File: src/rtl/mem_access_ctrl_pkg.sv
// Shared definitions for the MEM-stage data memory access controller:
// FSM state encoding, the default abort limit and a counter-width helper.
package mem_access_ctrl_pkg;

  // Default number of WAIT cycles tolerated without an ack before aborting.
  localparam int unsigned TIMEOUT_CYCLES_DEFAULT = 32'd255;

  // Controller states; DONE always lasts exactly one cycle.
  typedef enum logic [1:0] {
    ST_IDLE = 2'd0,
    ST_WAIT = 2'd1,
    ST_DONE = 2'd2
  } state_e;

  // Counter width able to represent 0..limit inclusive.
  function automatic int unsigned cnt_width(input int unsigned limit);
    return $clog2(limit + 32'd1);
  endfunction

endpackage

File: src/rtl/mem_access_ctrl_timeout_cnt.sv
// WAIT-cycle counter with synchronous clear and enable. The terminal-count
// flag is raised while the count equals LIMIT-1, i.e. during the LIMIT-th
// consecutive enabled cycle after a clear.
module mem_timeout_cnt
  import mem_access_ctrl_pkg::*;
#(
  parameter int unsigned LIMIT = TIMEOUT_CYCLES_DEFAULT
) (
  input  logic clk_i,
  input  logic rst_i,
  input  logic clear_i,
  input  logic en_i,
  output logic tc_o
);

  localparam int unsigned W = cnt_width(LIMIT);
  localparam logic [W-1:0] TC_VAL = W'(LIMIT - 32'd1);

  logic [W-1:0] cnt_q;
  logic [W-1:0] cnt_d;

  // Next count: clear has priority, then increment while enabled.
  always_comb begin
    cnt_d = cnt_q;
    if (clear_i) begin
      cnt_d = {W{1'b0}};
    end else if (en_i) begin
      cnt_d = cnt_q + W'(1);
    end else begin
      cnt_d = cnt_q;
    end
  end

  // Count register with synchronous reset.
  always_ff @(posedge clk_i) begin
    if (rst_i) begin
      cnt_q <= {W{1'b0}};
    end else begin
      cnt_q <= cnt_d;
    end
  end

  assign tc_o = (cnt_q == TC_VAL);

endmodule

File: src/rtl/mem_access_ctrl.sv
// MEM-stage data memory access controller. Converts a load/store sitting in
// the EX/MEM register into a held request/ack handshake, stalls the pipeline
// while the access is outstanding, and aborts with a sticky timeout flag if
// the memory does not answer within TIMEOUT_CYCLES WAIT cycles.
module mem_access_ctrl
  import mem_access_ctrl_pkg::*;
#(
  parameter int unsigned TIMEOUT_CYCLES = TIMEOUT_CYCLES_DEFAULT
) (
  input  logic        clk_i,
  input  logic        rst_i,
  input  logic        MemRead_i,
  input  logic        MemWrite_i,
  input  logic [31:0] addr_i,
  input  logic [31:0] wdata_i,
  input  logic        mem_ack_i,
  input  logic [31:0] mem_rdata_i,
  output logic        mem_req_o,
  output logic        mem_we_o,
  output logic [31:0] mem_addr_o,
  output logic [31:0] mem_wdata_o,
  output logic        stall_o,
  output logic [31:0] rdata_o,
  output logic        rdata_valid_o,
  output logic        timeout_o
);

  state_e      state_q, state_d;
  logic        req_q, req_d;
  logic        we_q, we_d;
  logic [31:0] addr_q, addr_d;
  logic [31:0] wdata_q, wdata_d;
  logic [31:0] rdata_q, rdata_d;
  logic        rvalid_q, rvalid_d;
  logic        timeout_q, timeout_d;

  logic access_s;
  logic cnt_clear_s;
  logic cnt_en_s;
  logic cnt_tc_s;
  logic stall_s;

  assign access_s    = MemRead_i | MemWrite_i;
  assign cnt_en_s    = (state_q == ST_WAIT);
  assign cnt_clear_s = (state_q != ST_WAIT);

  mem_timeout_cnt #(
    .LIMIT (TIMEOUT_CYCLES)
  ) u_timeout_cnt (
    .clk_i   (clk_i),
    .rst_i   (rst_i),
    .clear_i (cnt_clear_s),
    .en_i    (cnt_en_s),
    .tc_o    (cnt_tc_s)
  );

  // FSM next state and next values of the request/result registers.
  // An ack on the terminal-count cycle is treated as a normal completion.
  always_comb begin
    state_d   = state_q;
    req_d     = req_q;
    we_d      = we_q;
    addr_d    = addr_q;
    wdata_d   = wdata_q;
    rdata_d   = rdata_q;
    rvalid_d  = 1'b0;
    timeout_d = timeout_q;
    case (state_q)
      ST_IDLE: begin
        if (access_s) begin
          state_d = ST_WAIT;
          req_d   = 1'b1;
          we_d    = MemWrite_i;
          addr_d  = addr_i;
          wdata_d = wdata_i;
        end else begin
          state_d = ST_IDLE;
        end
      end
      ST_WAIT: begin
        if (mem_ack_i) begin
          state_d = ST_DONE;
          req_d   = 1'b0;
          if (!we_q) begin
            rdata_d  = mem_rdata_i;
            rvalid_d = 1'b1;
          end else begin
            rvalid_d = 1'b0;
          end
        end else if (cnt_tc_s) begin
          state_d   = ST_DONE;
          req_d     = 1'b0;
          timeout_d = 1'b1;
          if (!we_q) begin
            rdata_d  = 32'h0000_0000;
            rvalid_d = 1'b1;
          end else begin
            rvalid_d = 1'b0;
          end
        end else begin
          state_d = ST_WAIT;
        end
      end
      ST_DONE: begin
        state_d = ST_IDLE;
      end
      default: begin
        state_d = ST_IDLE;
        req_d   = 1'b0;
      end
    endcase
  end

  // Pipeline stall: held while an access is being launched or outstanding,
  // forced low during reset.
  always_comb begin
    stall_s = 1'b0;
    if (rst_i) begin
      stall_s = 1'b0;
    end else if (state_q == ST_WAIT) begin
      stall_s = 1'b1;
    end else if ((state_q == ST_IDLE) && access_s) begin
      stall_s = 1'b1;
    end else begin
      stall_s = 1'b0;
    end
  end

  // State and output registers with synchronous reset.
  always_ff @(posedge clk_i) begin
    if (rst_i) begin
      state_q   <= ST_IDLE;
      req_q     <= 1'b0;
      we_q      <= 1'b0;
      addr_q    <= 32'h0000_0000;
      wdata_q   <= 32'h0000_0000;
      rdata_q   <= 32'h0000_0000;
      rvalid_q  <= 1'b0;
      timeout_q <= 1'b0;
    end else begin
      state_q   <= state_d;
      req_q     <= req_d;
      we_q      <= we_d;
      addr_q    <= addr_d;
      wdata_q   <= wdata_d;
      rdata_q   <= rdata_d;
      rvalid_q  <= rvalid_d;
      timeout_q <= timeout_d;
    end
  end

  assign mem_req_o     = req_q;
  assign mem_we_o      = we_q;
  assign mem_addr_o    = addr_q;
  assign mem_wdata_o   = wdata_q;
  assign rdata_o       = rdata_q;
  assign rdata_valid_o = rvalid_q;
  assign timeout_o     = timeout_q;
  assign stall_o       = stall_s;

endmodule
File: config.mk
export PLATFORM = sky130hd
export DESIGN_NAME = mem_access_ctrl
export DESIGN_NICKNAME = d
export VERILOG_FILES = /design/src/rtl/mem_access_ctrl_pkg.sv /design/src/rtl/mem_access_ctrl_timeout_cnt.sv /design/src/rtl/mem_access_ctrl.sv
export SDC_FILE = /design/constraint.sdc
export NUM_CORES = 1
export LEC_CHECK = 0
export CORE_MARGIN = 10
export CORE_UTILIZATION = 28
export CTS_CLUSTER_DIAMETER = 100
export DETAILED_ROUTE_END_ITERATION = 12
export DONT_BUFFER_PORTS = 1
export GPL_TIMING_DRIVEN = 0
export PLACE_DENSITY = 0.48
export SYNTH_ARGS = -nofsm -noshare
export SYNTH_HDL_FRONTEND = slang
export SYNTH_SLANG_ARGS = --single-unit
File: constraint.sdc
create_clock -name clk_i -period 1.4 [get_ports clk_i]
set_input_delay 0.28 -clock clk_i [delete_from_list [all_inputs] [get_ports clk_i]]
set_output_delay 0.28 -clock clk_i [all_outputs]
set_load 0.02 [all_outputs]
==> run metrics <==
Switching Fraction 30.8%; internal power 5.34 mW; post-DP HPWL 10.8 mm; largest net degree at the start of global routing 19; Mean Syn Cell Area 9.35 um2; initial antenna violation count 0; first-pass GRT wire length 22.2 mm; Seq cells post-synth 110; clk buf depth 2; Crit path max-delay family simple AND/OR/NAND/NOR gates; Bufs and invs on worst path 2; unrepaired setup endpoints after global routing true; final WL 14.6 mm; Startpoint Class register; multi-input logic area 2270 um2; layout cell share with drive strength beyond 1 18.3%; Worst Tran Pin Value 0.596 ns; fin crit period 1.48 ns; Ys Warns 0; Hold Crit Start addr_i[5]; Max Cap Violations 0; part of the Yosys area used for sequential elements 47.7%; Die W 148 um; Synth Net Count 597; total CTS buffers 9; Hold Crit Class in -> reg; worst-path cell chain buf_6 -> or3b_4 -> buf_8 -> a22oi_2 -> a21oi_1; setup violators final 31; Worst Setup End Kind register; row cnt 46; mapped cell area 4620 um2; power per cell area 1400 nW/um2; Detailed Route Iter0 Violations 154; Comb power frac 13.8%; Max Clock Skew 0.00596 ns; Static Leakage 2.04 nW; placed cell area 4910 um2; routability cong. 0.715; # DRC 0; crit-path max cell delay 0.45 ns; CTS H-tree depth 3; asr flop ratio synth 0%; Crit Path Category reg -> reg; CTS sink cnt 110; Final Cell Area 5500 um2; Fmax 677 MHz; reg2reg start state_q[0]; Die Ht 148 um; worst-path maximum fanout 10; via count 3621; status finished with violations; Port Buffer Count 0; # IOs 202; Max stage delay cell, worst path or3b_4; total grt overflow 0; core area 16000 um2; wire per inst 19.9 um; Synth Instances 494; period utilisation layout 105%; Post-synth EDFFs 0; clock share of power 34.4%; Slew HR 60.3%; Switch Pwr 2.37 mW; Reg clk slew, reported paths 0.08 ns; Root Buffer clkbuf_16; critical path data arrival time 1.70 ns; Pwr Total 7.71 mW; Main synth FF type dfxtp_1; Detailed Routing Iterations Pass 1 4; vias in the first global route 3753; latest clock arrival within the worst-skew pair 0.35 ns; max-slew violation count 0; Worst Path Required 1.62 ns; CTS tree yes; final worst-path setup slack -0.0762 ns; GRT Overall Usage 12.8%; failing checks negative setup slack; fin util 34.4%; Initial Util 28.9%; die area 22000 um2; sequential cell area 2210 um2; Fin Hold WS 0.0565 ns; n_diodes 0; register share of total power 51.8%; vias per inst 4.93; Antenna Nets Post-Route 0; worst-case vdd ir drop 0.593 mV; TNS Setup -1.61 ns; synth-to-layout area growth 19.2%; Yosys cell types 34; filler cell count in the final layout 1691; Hold Vio Cnt, Final 0; Final #Nets 617; crit path launch state_q[0]
-- logic make-up (layout without fill, tap and decap cells) --
| group | Yosys count | after routing | synth area share (%) |
|---|---|---|---|
| buf+inv | 49 | 74 | 5.36 |
| simple gates | 157 | 157 | 14.1 |
| flops | 110 | 110 | 47.7 |
| mux | 64 | 64 | 13.9 |
| xor+xnor | 3 | 3 | 0.569 |
| compound gates | 109 | 109 | 17.9 |
| fa+ha+maj | 2 | 2 | 0.542 |
-- flip-flops by register name, summed over array words and instances, names as in the netlist --
signal and flops:
mem_addr_o 32, mem_req_o 1, mem_wdata_o 32, mem_we_o 1, rdata_o 32, rdata_valid_o 1, state_q 2, timeout_o 1
u_timeout_cnt.cnt_q 8
-- final cells by class --
cell class                 instances  area share, %
sequential                       110           40.1
tap                              216           4.91
clock buffer                      10           4.16
multi-input combinational        335           41.2
clock inverter                     6           1.27
timing repair buffer              11           1.82
buffer                            43           6.18
inverter                           4          0.273
-- final timing paths --
check / endpoint / slack, ns / cells after the start
worst min register to register: u_timeout_cnt.cnt_q[0] / 0.46 / 1
worst max-delay path: rdata_o[16] / -0.08 / 5
worst max register to register: rdata_o[16] / -0.08 / 5
worst min-delay path: mem_addr_o[5] / 0.06 / 2
-- Yosys cell counts, types with 4 or more instances --
master,number,area [um2]
a21oi_1,35,175
a22oi_1,12,90.1
a22oi_2,20,250
buf_2,6,30.0
buf_4,9,67.6
clkbuf_1,27,101
dfxtp_1,110,2200
mux2i_1,64,641
nand2_1,129,484
nand3_1,5,25.0
nor2_1,8,30.0
o211ai_1,32,240
o21ai_0,4,20.0
-- repair_timing --
action / 4_1_cts / 5_1_grt
pin swaps: 5 / 6
buffers inserted: 6 / 2
setup endpoints to repair: 89 / 105
gates resized for setup: 30 / 37
cloned: 1 / 2
hold buffers: 0 / 1
hold endpoints to repair: 0 / 1
-- per-layer routing --
| metal | vias to the layer above | routed length [um] | GRT usage (%) |
|---|---|---|---|
| li1 | 1766 | - | - |
| met1 | 1696 | 5800 | 14.1 |
| met2 | 149 | 6750 | 20.2 |
| met3 | 10 | 1940 | 7.58 |
| met4 | 0 | 154 | 4.31 |
| met5 | - | 0 | 0 |
-- stage by stage --
step                      setup slack [ns]  instances
after floorplan                  0.0000179        494
after global placement              -0.234        710
after detailed placement            -0.333        710
after CTS                           -0.103        732
after global routing                -0.156        735
final                              -0.0762        735
-- layout by cell type (no fill, tap or decap), types with 5 or more instances in the layout --
cell	n
a21oi_1	31
a22oi_2	28
buf_4	10
buf_6	8
clkbuf_1	21
clkbuf_16	10
dfxtp_1	105
dfxtp_2	5
mux2i_1	64
nand2_1	129
nor2_1	7
o211ai_1	32
-- power groups by stage --
stage / clock (mW) / sequential [mW] / combinational [mW]
after CTS: 2.77 / 4.00 / 1.02
after floorplan: 0 / 3.96 / 0.788
after detailed placement: 0 / 4.07 / 0.950
after global routing: 2.87 / 4.04 / 1.18
after global placement: 0 / 4.07 / 0.921
final: 2.65 / 3.99 / 1.06
No activity file was read; power rests on OpenSTA's default activity.
